--- src/rtl/wsn_radio_pkg.sv ---
// wsn_radio_pkg: shared radio framing types, constants and checksum helper
package wsn_radio_pkg;
  typedef enum logic [2:0] {IDLE, FILL, SYNC, ID, LEN, PAYLOAD, CSUM} tx_state_t;
  localparam int HDR_BYTES = 3;
  localparam logic [7:0] DEF_SYNC_BYTE = 8'hA5;
  function automatic logic [7:0] xor8(input logic [7:0] acc, input logic [7:0] b);
    return acc ^ b;
  endfunction
endpackage

--- src/rtl/tx_payload_buf.sv ---
// tx_payload_buf: payload byte store, sync write, combinational read, no reset
module tx_payload_buf #(
  parameter int DEPTH = 16,
  parameter int AW = $clog2(DEPTH)
) (
  input  logic          clk,
  input  logic          we,
  input  logic [AW-1:0] waddr,
  input  logic [7:0]    wdata,
  input  logic [AW-1:0] raddr,
  output logic [7:0]    rdata
);
  logic [7:0] mem [DEPTH];
  always_ff @(posedge clk)
    if (we) mem[waddr] <= wdata;
  assign rdata = mem[raddr];
endmodule

--- src/rtl/radio_tx_framer.sv ---
// radio_tx_framer: buffers a payload burst and streams it as a SYNC/ID/LEN/payload/XOR frame
module radio_tx_framer import wsn_radio_pkg::*; #(
  parameter int         MAX_PAYLOAD = 16,
  parameter logic [7:0] SYNC_BYTE   = DEF_SYNC_BYTE,
  parameter logic [7:0] NODE_ID     = 8'h01
) (
  input  logic       clk,
  input  logic       rst_n,
  input  logic [7:0] in_data,
  input  logic       in_valid,
  input  logic       in_last,
  output logic       in_ready,
  input  logic       radio_busy,
  output logic [7:0] radio_data_out,
  output logic       radio_send,
  output logic       radio_enable,
  output logic       frame_done,
  output logic       truncated
);
  localparam int AW = $clog2(MAX_PAYLOAD);
  localparam logic [7:0] LAST_IDX = 8'(MAX_PAYLOAD - 1);
  tx_state_t state, state_nx;
  logic [7:0] cnt, rd_ptr, csum, rd_data;
  logic take, acc;
  assign in_ready = rst_n && (state == IDLE || state == FILL);
  assign take = in_valid && in_ready;
  assign radio_send = state inside {SYNC, ID, LEN, PAYLOAD, CSUM};
  assign radio_enable = radio_send;
  assign acc = radio_send && !radio_busy;
  assign frame_done = state == CSUM && acc;
  assign truncated = state == FILL && take && !in_last && cnt == LAST_IDX;
  tx_payload_buf #(.DEPTH(MAX_PAYLOAD), .AW(AW)) u_buf (
    .clk  (clk),
    .we   (take),
    .waddr(cnt[AW-1:0]),
    .wdata(in_data),
    .raddr(rd_ptr[AW-1:0]),
    .rdata(rd_data)
  );
  always_comb begin
    state_nx = state;
    case (state)
      IDLE:    if (take) state_nx = in_last ? SYNC : FILL;
      FILL:    if (take && (in_last || cnt == LAST_IDX)) state_nx = SYNC;
      SYNC:    if (acc) state_nx = ID;
      ID:      if (acc) state_nx = LEN;
      LEN:     if (acc) state_nx = PAYLOAD;
      PAYLOAD: if (acc && rd_ptr == cnt - 8'd1) state_nx = CSUM;
      CSUM:    if (acc) state_nx = IDLE;
      default: state_nx = IDLE;
    endcase
    radio_data_out = state == SYNC    ? SYNC_BYTE :
                     state == ID      ? NODE_ID   :
                     state == LEN     ? cnt       :
                     state == PAYLOAD ? rd_data   :
                     state == CSUM    ? csum      : 8'h00;
  end
  always_ff @(posedge clk or negedge rst_n) begin
    if (!rst_n) begin
      state  <= IDLE;
      cnt    <= 8'd0;
      rd_ptr <= 8'd0;
      csum   <= 8'd0;
    end else begin
      state <= state_nx;
      if (take) cnt <= cnt + 8'd1;
      if (state == ID && acc) csum <= NODE_ID;
      if (state == LEN && acc) csum <= xor8(csum, cnt);
      if (state == PAYLOAD && acc) begin
        csum   <= xor8(csum, rd_data);
        rd_ptr <= rd_ptr + 8'd1;
      end
      if (frame_done) begin
        cnt    <= 8'd0;
        rd_ptr <= 8'd0;
        csum   <= 8'd0;
      end
    end
  end
endmodule
--- config.mk ---
export PLATFORM = sky130hd
export DESIGN_NAME = radio_tx_framer
export DESIGN_NICKNAME = d
export VERILOG_FILES = /design/src/rtl/wsn_radio_pkg.sv /design/src/rtl/tx_payload_buf.sv /design/src/rtl/radio_tx_framer.sv
export SDC_FILE = /design/constraint.sdc
export NUM_CORES = 1
export LEC_CHECK = 0
export ABC_CLOCK_PERIOD_IN_PS = 2700
export CAP_MARGIN = 10
export CORE_MARGIN = 2
export CORE_UTILIZATION = 30
export DETAILED_ROUTE_END_ITERATION = 16
export GPL_ROUTABILITY_DRIVEN = 0
export GPL_TIMING_DRIVEN = 0
export SLEW_MARGIN = 0
export SYNTH_ARGS = -nofsm -noshare
export SYNTH_HDL_FRONTEND = slang
export SYNTH_SLANG_ARGS = --single-unit
--- constraint.sdc ---
create_clock -name clk -period 2.7 [get_ports clk]
set_input_delay 0.27 -clock clk [delete_from_list [all_inputs] [get_ports clk]]
set_output_delay 0.27 -clock clk [all_outputs]
set_load 0.05 [all_outputs]
Word level (Yosys, flattened, before mapping)
Memories as Yosys holds them, arrays and structs flattened.
Index checks and enable logic that the tools add are counted.
{"block": "word_totals", "reg_bits": 27, "mem_bits_rw": 128, "input_bits": 13, "out_inout_bits": 13, "n_memories": 1}
{"memory": "u_buf.mem", "depth": 16, "word_bits": 8, "rd": 1, "rd_clocked_by_memory_dff": 0, "wr": 1, "line_no": "tx_payload_buf.sv:13", "source": "logic [7:0] mem [DEPTH];"}
{"block": "op_classes", "n_addsub": 3, "eq_ne": 15, "muxes": 24, "bitwise": 2, "reduce_logical": 22}
{"operator": "8-bit 2-to-1 mux", "n": 13}
{"operator": "3-bit 2-to-1 mux", "n": 7}
{"operator": "3-bit one-hot mux with 7 select lines", "n": 1}
{"operator": "8-bit by 1-bit adder with 8-bit output (second input constant)", "n": 2}
{"operator": "8-bit bitwise XOR", "n": 2}
{"operator": "1-bit logical AND", "n": 12}
{"operator": "2-bit inequality test (second input constant)", "n": 6}
{"operator": "3-bit equality test (second input constant)", "n": 3}
{"operator": "8-bit by 4-bit equality test with 1-bit output (second input constant)", "n": 1}
{"operator": "8-bit equality test", "n": 1}
{"operator": "8-bit by 1-bit subtractor with 8-bit output (second input constant)", "n": 1}
{"operator": "7-bit AND reduction", "n": 1}
{"operator": "3-bit by 2-bit equality test with 1-bit output (second input constant)", "n": 2}
{"operator": "5-bit nonzero test", "n": 1}
{"operator": "2-bit nonzero test", "n": 2}
{"operator": "4-bit nonzero test", "n": 1}
{"operator": "3-bit by 1-bit equality test with 1-bit output (second input constant)", "n": 1}
{"operator": "3-bit zero test", "n": 1}
{"operator": "1-bit zero test", "n": 2}
{"operator": "1-bit logical OR", "n": 2}
{"operator": "1-bit 2-to-1 mux", "n": 2}
{"operator": "2-bit 2-to-1 mux", "n": 1}
{"operator": "2-bit by 1-bit inequality test with 1-bit output (second input constant)", "n": 1}

Longest topological paths before layout
Gate-level depths: netlist of run 1.
{"block": "depth", "word_depth": 8, "depth_mapped": 8, "depth_no_buf": 7}

Cells and area by module
From an unflattened synthesis of run 1, not the netlist that was laid out.
{"block": "unflattened", "cells_unflattened": 465, "hier_area_um2": 7095.6}
{"module": "tx_payload_buf", "n_inst": 1, "cells_each": 221, "area_each_um2": 4987.3, "seq_area_each_um2": 3843.7}
{"module": "radio_tx_framer", "n_inst": 1, "cells_each": 244, "area_each_um2": 2108.3, "seq_area_each_um2": 675.6}

Least setup slack after synthesis of run 1
OpenSTA, ideal clock, no wires.
{"block": "synth_path", "path_type": "register -> output", "from": "reg rd_ptr[0]", "to": "out radio_data_out[0]", "arrival_time_ns": 2.320, "required_ns": 2.430, "setup_slack_ns": 0.110, "path_stages_with_launch": 6, "path_buffers": 1, "cell_sequence": "dfrtp_1 -> buf_6 -> mux4_1 -> mux2i_1 -> mux2_2 -> a2111oi_2"}
{"block": "synth_between", "elab_chain_len": 5}
{"element": "start, declared", "line_no": "radio_tx_framer.sv:23", "source": "logic [7:0] cnt, rd_ptr, csum, rd_data;"}
{"element": "start signal, assigned", "line_no": "radio_tx_framer.sv:71", "source": "rd_ptr <= rd_ptr + 8'd1;"}
{"element": "memory 16 x 8 bit"}
{"element": "8-bit 2-to-1 mux", "line_no": "radio_tx_framer.sv:55", "source": "state == PAYLOAD ? rd_data :"}
{"element": "8-bit 2-to-1 mux", "line_no": "radio_tx_framer.sv:54", "source": "state == LEN ? cnt :"}
{"element": "8-bit 2-to-1 mux", "line_no": "radio_tx_framer.sv:53", "source": "state == ID ? NODE_ID :"}
{"element": "8-bit 2-to-1 mux", "line_no": "radio_tx_framer.sv:52", "source": "radio_data_out = state == SYNC ? SYNC_BYTE :"}
{"element": "end, declared", "line_no": "radio_tx_framer.sv:14", "source": "output logic [7:0] radio_data_out,"}
Every way passes these cells.

Final worst setup path of run 1
{"block": "layout_path", "from": "reg rd_ptr[0]", "to": "out radio_data_out[6]"}
The elaborated chain is that of the path after synthesis.

==> results_dict.tcl, run 1 <==
set metrics [dict create \
    clock-sinks 155 \
    r2r_slack_ns 0.38 \
    regArea_mm2 0.00452 \
    r2r_start "state[1]" \
    rsz0062_at_grt "true" \
    core_area_mm2 0.0242 \
    clkTransAtPathRegs_ns 0.07 \
    synth_common_cells "edfxtp_1, nor2_1, nand2_1" \
    synth_seq_cells 155 \
    wl_per_cell_um 20.1 \
    synth_nets 501 \
    ir_worst_vdd_mv 0.683 \
    power_density_mw_per_mm2 1020 \
    syn_inst 482 \
    crit_path_end_kind "primary output" \
    drtAntennaViolNets 0 \
    route.vias.total 4387 \
    r2r_cells 6 \
    drc 0 \
    slew_viol_final 0 \
    port_buffers 24 \
    ios 26 \
    violations "setup timing" \
    post-route-period-util_pct 102 \
    grt_usage_pct 13.9 \
    dpl.hpwl_mm 11.2 \
    ys_seq_area_share_pct 61.6 \
    multi_input_area_mm2 0.00260 \
    h-tree-depth 4 \
    synth_top_area_share_pct 52.4 \
    die_x_um 160 \
    drive_gt1_share_pct 26.3 \
    cp.arrival_ns 2.47 \
    setup-violations-final 7 \
    cts_buffer_depth 2 \
    async_flop_share_pct 17.4 \
    viasPerCell 4.99 \
    clock.fmax_mhz 365 \
    clock_latency_ns 0.43 \
    crit_fanout 8 \
    layout.cells.non_filler 879 \
    status "complete, but fails checks" \
    die_h_um 160 \
    slew_headroom_pct 49.1 \
    die_area_mm2 0.0257 \
    post-route-min-period_ns 2.74 \
    synth_cell_types 57 \
    synth.most_common_cell "edfxtp_1" \
    hp-class "primary input to asynchronous set/reset pin" \
    synth-edff-count 128 \
    syn_area_per_cell_um2 15.2 \
    synth.largest_area_cell "edfxtp_1" \
    critPathRequiredTime_ns 2.43 \
    yosys-top-cells-area "edfxtp_1, dfrtp_1, mux4_1" \
    overflow 0 \
    final_nets 561 \
    setup_ws_ns -0.0427 \
    numCtsBuffers 17 \
    hold_viol 0 \
    netlist_area_mm2 0.00734 \
    maxCapViolCount 0 \
    cts_root_buf "clkbuf_16" \
    crit_path_start_kind "register" \
    cts_tree "done" \
    timing.rr.end "u_buf.mem[5][0]" \
    ys_warn_count 0 \
    initial_core_util_pct 30.3 \
    grt_max_degree 28 \
    drt_iter0_markers 319 \
    syn2layout_area_growth_pct 21.6 \
    first_pass_iters 5 \
    fillers 2245 \
    grt_pass1_wl_mm 26.8 \
    tightest_slew_ns 0.758 \
    antenna_found_initial 0 \
    power_leakage_nw 3.10 \
    num_antenna_cells 0 \
    grt_pass1_vias 4451 \
    critPathKind "register to primary output" \
    wirelength_mm 17.6 \
    row_count 57 \
    power_mw 9.07 \
    ys.flop_type "edfxtp_1" \
    dp_cells 830 \
    skew_ns 0.0153 \
]
## metal layers
| layer | global-route usage [%] | vias to the layer above | part of all wire, % |
|---|---|---|---|
| li1 | - | 1975 | - |
| met1 | 18.4 | 2277 | 45 |
| met2 | 23.1 | 115 | 51 |
| met5 | 0 | - | 0 |
| met3 | 3.49 | 20 | 4.0 |
| met4 | 3.52 | 0 | 0.95 |
## logic make-up (layout without fill, tap and decap cells)
kind of cell,Yosys count,count (layout),share of synthesized area [%]
adder cells (fa/ha/maj),6,6,1.02
flip-flops,155,155,61.6
multiplexers,62,62,14.8
XOR/XNOR,30,30,3.58
AO/OA/AOI/OAI,75,75,6.70
buffers and inverters,40,113,4.28
AND/OR/NAND/NOR,114,114,7.98
## placed cells by master, fill, tap and decap left out, types with 5 or more instances in the layout
cell and n:
a21oi_1 12, a22oi_1 7, a31o_1 7, and2_1 14, and3_1 7, buf_12 7, buf_2 11, buf_4 13
buf_6 9, clkbuf_16 20, clkbuf_2 5, clkbuf_8 5, clkdlybuf4s50_1 10, dfrtp_1 26, edfxtp_1 128, ha_1 6
mux2i_1 10, mux2i_2 12, mux2i_4 6, mux4_2 28, nand2_1 29, nand3_1 5, nand4_1 5, nor2_1 30
nor3_1 10, o21a_1 8, o21ai_0 19, o21ai_1 8, xnor2_1 18, xor2_1 12
## how the worst max path moves through the flow
stage | start | cells past startpoint | endpoint
after floorplan | rd_ptr[0] | 5 | radio_data_out[0]
after detailed placement | rst_n | 6 | truncated
after global placement | rst_n | 6 | truncated
after CTS | rd_ptr[0] | 7 | radio_data_out[1]
after global routing | rd_ptr[0] | 7 | radio_data_out[6]
final | rd_ptr[0] | 7 | radio_data_out[6]
## registers in the layout, indices dropped and copies added (netlist names)
name / flops
u_buf.mem: 128
csum: 8
cnt: 8
state: 3
rd_ptr: 8
## power by group
group / internal [mW] / switching (mW)
clock: 1.32 / 1.08
sequential: 2.73 / 0.0985
combinational: 1.81 / 2.03
total: 5.86 / 3.21
## through the flow
step	setup WS (ns)	hold slack, ns	instance area (µm²)	TNS (ns)	utilization, %
2_1_floorplan	0.110	-0.0256	7340	0	-
3_3_place_gp	-1.36	0.559	7980	-99.52	33.0
3_5_place_dp	-0.444	0.369	7980	-5.89	33.0
4_1_cts	-0.139	0.361	8760	-0.665	36.2
5_1_grt	-0.119	0.384	8920	-0.747	36.9
6_report	-0.0427	0.358	8920	-0.170	36.9
## worst max-delay path: stages, from the launching register on
cell and delay (ns):
dfrtp_2 0.42, buf_12 0.16, buf_12 0.14, mux4_1 0.57, mux2i_1 0.20, mux2i_2 0.14
a31o_1 0.24, buf_6 0.16
## what timing repair did
item	in CTS	in global routing
gates cloned	0	3
hold buffers	2	0
resized for setup	100	24
endpoints found under the hold margin	27	0
endpoints found under the setup margin	13	13
pin swaps	1	5
buffers inserted	7	5
## final cells by class
| type | count | area share, % |
|---|---|---|
| multi-input combinational | 287 | 29.1 |
| inverter | 5 | 0.267 |
| sequential | 155 | 50.7 |
| clock inverter | 15 | 2.03 |
| timing repair buffer | 41 | 5.06 |
| clock buffer | 17 | 4.77 |
| buffer | 35 | 3.53 |
| tap | 324 | 4.54 |
(Power assumes the default switching activity.)
==> inputs of run 2 (changes only) <==
- CORE_MARGIN: 2 -> default
- CTS_BUF_LIST: default -> sky130_fd_sc_hd__clkbuf_2
==> run 2 against run 1 <==
Compared with the run above: cell count grew 0.11%; sequential cell count is the same; via count is 0.48% lower; critical endpoint is now radio_data_out[1]; hold slack worse by 0.026 ns; the flow still finishes with violations (setup timing); clock power is 50% lower; combinational power is essentially flat; die area fell by 2.5%; count of clock-buffer cells in the layout rose by 2; sequential power is essentially flat; fmax down 8.9%; final area decreased by 3.8%.
==> results_dict.tcl, run 2 (synthesized netlist as in run 1, its figures left out) <==
set metrics [dict create \
    cp_num_buf_inv 3 \
    die_area_mm2 0.0251 \
    grt_pass1_vias 4420 \
    largest_reg_flops 128 \
    route.vias.total 4366 \
    syn2layout_area_growth_pct 17.0 \
    row_count 56 \
    overflow 0 \
    port_buffers 24 \
    maxCapViolCount 0 \
    clock-sinks 155 \
    crit_top_cell "mux2i_4" \
    path_cells "buf_8 > buf_12 > mux4_2 > mux2i_4 > mux2i_4 > a31o_1 > buf_6" \
    timing.rr.end "u_buf.mem[4][7]" \
    viasPerCell 4.96 \
    wirelength_mm 17.0 \
    route.met3.wl_um 736 \
    dpl.hpwl_mm 11.0 \
    drive_gt1_share_pct 28.5 \
    critical_path.top_delay_family "multiplexers" \
    cts_tree "done" \
    power_mw 7.90 \
    whs_path_depth 4 \
    layout.cells.non_filler 880 \
    power_density_mw_per_mm2 921 \
    stdcell_area_mm2 0.00858 \
    post-route-min-period_ns 3.01 \
    critPathRequiredTime_ns 2.43 \
    clock.fmax_mhz 332 \
    ir_worst_vdd_mv 0.645 \
    slew_viol_final 0 \
    place_ws_ns -0.397 \
    power_leakage_nw 2.97 \
    maxUsedRoutingLayer "met4" \
    die_h_um 158 \
    setup_ws_ns -0.311 \
    crit_path_end_kind "primary output" \
    h-tree-depth 4 \
    post_dp_cell_area_mm2 0.00797 \
    initial_core_util_pct 30.9 \
    hold_slack_ns 0.332 \
    dp_cells 825 \
    skew_ns 0.0371 \
    max_stage_delay_ns 0.54 \
    whs_endpoint "state[0]" \
    drt_iter0_markers 326 \
    final_cell_mix "edfxtp_1, mux4_2, nor2_1, nand2_1, dfrtp_1" \
    post-route-period-util_pct 112 \
    clkTransAtPathRegs_ns 0.24 \
    r2r_start "state[1]" \
    critPathSlowestCell "mux4_2" \
    crit_path_start_kind "register" \
    status "complete, but fails checks" \
    cp.arrival_ns 2.74 \
    tightest_slew_ns 0.777 \
    hold_viol 0 \
    cts_buffer_depth 2 \
    drtAntennaViolNets 0 \
    rsz0062_at_grt "true" \
    final_nets 569 \
    final_common_cell "edfxtp_1" \
    critPathKind "register to primary output" \
    dr_wl_met2_mm 8.23 \
    wl_met1_mm 7.86 \
    drc 0 \
    r2r_cells 7 \
    antenna_found_initial 0 \
    slew_headroom_pct 47.8 \
    die_x_um 158 \
    grt_max_degree 28 \
    num_antenna_cells 0 \
    setup-tns-final_ns -2.24 \
    violations "setup timing" \
    first_pass_iters 5 \
    grt_usage_pct 14.5 \
    largest-register "u_buf.mem" \
    final_util_pct 36.1 \
    wl_per_cell_um 19.4 \
    grt_pass1_wl_mm 26.5 \
    clock_latency_ns 0.72 \
    cts_root_buf "clkbuf_2" \
    core_area_mm2 0.0238 \
    ios 26 \
    crit_fanout 7 \
    holdCritStartpoint "in_last" \
    r2r_slack_ns 0.44 \
    hp-class "primary input to register" \
    numCtsBuffers 17 \
    setup-violations-final 8 \
]
-- run 2: worst max path at each step --
stage | slack, ns | end | start | cells after the start
after detailed placement | -0.40 | truncated | rst_n | 6
after floorplan | 0.11 | radio_data_out[0] | rd_ptr[0] | 5
after global placement | -1.35 | truncated | rst_n | 6
final | -0.31 | radio_data_out[1] | rd_ptr[0] | 7
after global routing | -0.47 | radio_data_out[2] | rd_ptr[0] | 8
after CTS | -0.41 | radio_data_out[5] | rd_ptr[0] | 8
-- run 2: what timing repair did --
action                                  CTS  global route
buffers inserted                         15             7
gates cloned                              2             0
pin swaps                                 9             4
endpoints found under the setup margin   13            13
gates resized for setup                 130            27
endpoints found under the hold margin    28             0
hold buffers                              4             0
-- run 2: per-layer routing --
layer  vias to the layer above  global-route usage (%)
li1                       1980                       -
met1                      2239                    19.6
met2                       134                    23.4
met3                        13                    3.24
met4                         0                    3.89
met5                         -                       0
-- run 2: worst min-delay path: stages --
cell,delay [ns]
clkdlybuf4s50_1,0.45
nand2_1,0.08
nand4_1,0.12
o2111ai_1,0.12
-- run 2: where the power goes --
group	total [mW]	leakage [nW]	switching (mW)	internal [mW]
registers	2.82	1.51	0.0898	2.73
logic	3.87	1.33	2.05	1.82
clock network	1.21	0.132	0.865	0.349
-- run 2: area by class of cell --
type	count	area, µm²
fillers	2270	15200
well taps	319	399
repair buffers	50	482
inverters	5	21.3
clock buffers	19	95.1
plain buffers	34	315
multi-input cells	287	2640
flip-flops and latches	155	4520
clock inverters	11	110
==> inputs of run 3 (changes only) <==
- CORE_UTILIZATION: 30 -> 25
- SKIP_CTS_REPAIR_TIMING: default -> 1
- SLEW_MARGIN: 0 -> 30
==> run 3 against run 2 <==
Compared with the run above: the run still ends with setup timing left; cell count increased by 6.8%; register-to-register slack got worse by 0.02 ns; sequential share of layout area decreased by 0.43 points; first-iteration DRC count increased by 12%; utilization decreased by 6.1 points; via count decreased by 1.6%; count of clock-buffer cells in the layout decreased by 2; largest cell class unchanged.
==> results_dict.tcl, run 3 (synthesized netlist as in run 1, its figures left out) <==
set metrics [dict create \
    critPathKind "register to primary output" \
    h-tree-depth 4 \
    setup-tns-final_ns -2.80 \
    grt_usage_pct 11.3 \
    die_h_um 173 \
    setup-violations-final 8 \
    maxCapViolCount 0 \
    crit_top_cell "buf_12" \
    cts_tree "done" \
    drive_gt1_share_pct 27.2 \
    clkTransAtPathRegs_ns 0.26 \
    place_ws_ns -0.382 \
    crit_path_start_kind "register" \
    hold_viol 0 \
    grt_pass1_wl_mm 25.5 \
    drt_iter0_markers 364 \
    post_dp_cell_area_mm2 0.00808 \
    critPathRequiredTime_ns 2.43 \
    cp.arrival_ns 2.81 \
    tightest_slew_ns 0.843 \
    largest_reg_flops 128 \
    route.vias.total 4295 \
    dp_cells 891 \
    num_antenna_cells 0 \
    numCtsBuffers 17 \
    fillers 2877 \
    grt_max_degree 23 \
    status "complete, but fails checks" \
    antenna_found_initial 0 \
    power_leakage_nw 2.97 \
    port_buffers 24 \
    viasPerCell 4.57 \
    dpl.hpwl_mm 11.0 \
    die_area_mm2 0.0300 \
    max_stage_delay_ns 0.53 \
    violations "setup timing" \
    core_area_mm2 0.0288 \
    setup_ws_ns -0.384 \
    final_common_cell "edfxtp_1" \
    wirelength_mm 17.1 \
    final_util_pct 30.1 \
    largest-register "u_buf.mem" \
    multi_input_area_mm2 0.00264 \
    power_density_mw_per_mm2 903 \
    clock.fmax_mhz 324 \
    final_nets 562 \
    initial_core_util_pct 25.5 \
    overflow 0 \
    row_count 62 \
    grt_pass1_vias 4184 \
    syn2layout_area_growth_pct 17.9 \
    skew_ns 0.0290 \
    clock_latency_ns 0.72 \
    hold_slack_ns 0.304 \
    layout.cells.non_filler 940 \
    hp-class "primary input to register" \
    final_cell_mix "edfxtp_1, nor2_1, nand2_1, mux4_2, dfrtp_1" \
    post-route-min-period_ns 3.08 \
    slew_headroom_pct 43.4 \
    stdcell_area_mm2 0.00865 \
    drtAntennaViolNets 0 \
    slew_viol_final 0 \
    first_pass_iters 5 \
    drc 0 \
    crit_path_end_kind "primary output" \
    cts_root_buf "clkbuf_2" \
    critPathSlowestCell "mux4_2" \
    post-route-period-util_pct 114 \
    die_x_um 173 \
    ir_worst_vdd_mv 0.292 \
    ios 26 \
    rsz0062_at_grt "true" \
    regArea_mm2 0.00452 \
    power_mw 7.81 \
    clock-sinks 155 \
    wl_per_cell_um 18.2 \
    crit_fanout 6 \
    path_cells "buf_12 > buf_12 > mux4_2 > mux2i_2 > mux2i_4 > a31o_1 > buf_6" \
    cts_buffer_depth 2 \
]
## run 3: layout make-up
type | count | area share (%)
Sequential cell | 155 | 52.2
Multi-Input combinational cell | 287 | 30.5
Tap cell | 384 | 5.55
Timing Repair Buffer | 43 | 5.23
Buffer | 34 | 3.73
Clock inverter | 15 | 1.55
Clock buffer | 17 | 0.983
Inverter | 5 | 0.246
## run 3: worst paths after layout
path / from / slack, ns / cells past startpoint / endpoint
max in group asynchronous: rst_n / 1.88 / 4 / csum[1]
setup reg to reg: state[1] / 0.42 / 6 / u_buf.mem[4][0]
min in group asynchronous: rst_n / 0.51 / 3 / state[2]
hold / removal: in_last / 0.30 / 4 / state[0]
hold reg to reg: rd_ptr[7] / 0.60 / 2 / rd_ptr[7]
setup / recovery: rd_ptr[0] / -0.38 / 7 / radio_data_out[5]
## run 3: power by group
part	internal, mW	switching [mW]
sequential	2.73	0.0963
clock	0.285	0.945
combinational	1.76	2.00
total	4.77	3.04
## run 3: per-layer routing
layer	up-vias	global-route usage, %	part of all wire [%]
met5	-	0	0
met4	0	2.10	0.81
met3	9	2.70	4.3
met2	112	17.8	46
met1	2194	15.9	49
li1	1980	-	-
## run 3: worst max-delay path, delay by kind of cell, from the launching register on
family                 cells  cell delay (ns)
multiplexers               3             0.89
AO/OA/AOI/OAI              1             0.26
buffers and inverters      3             0.44
flip-flops                 1             0.48
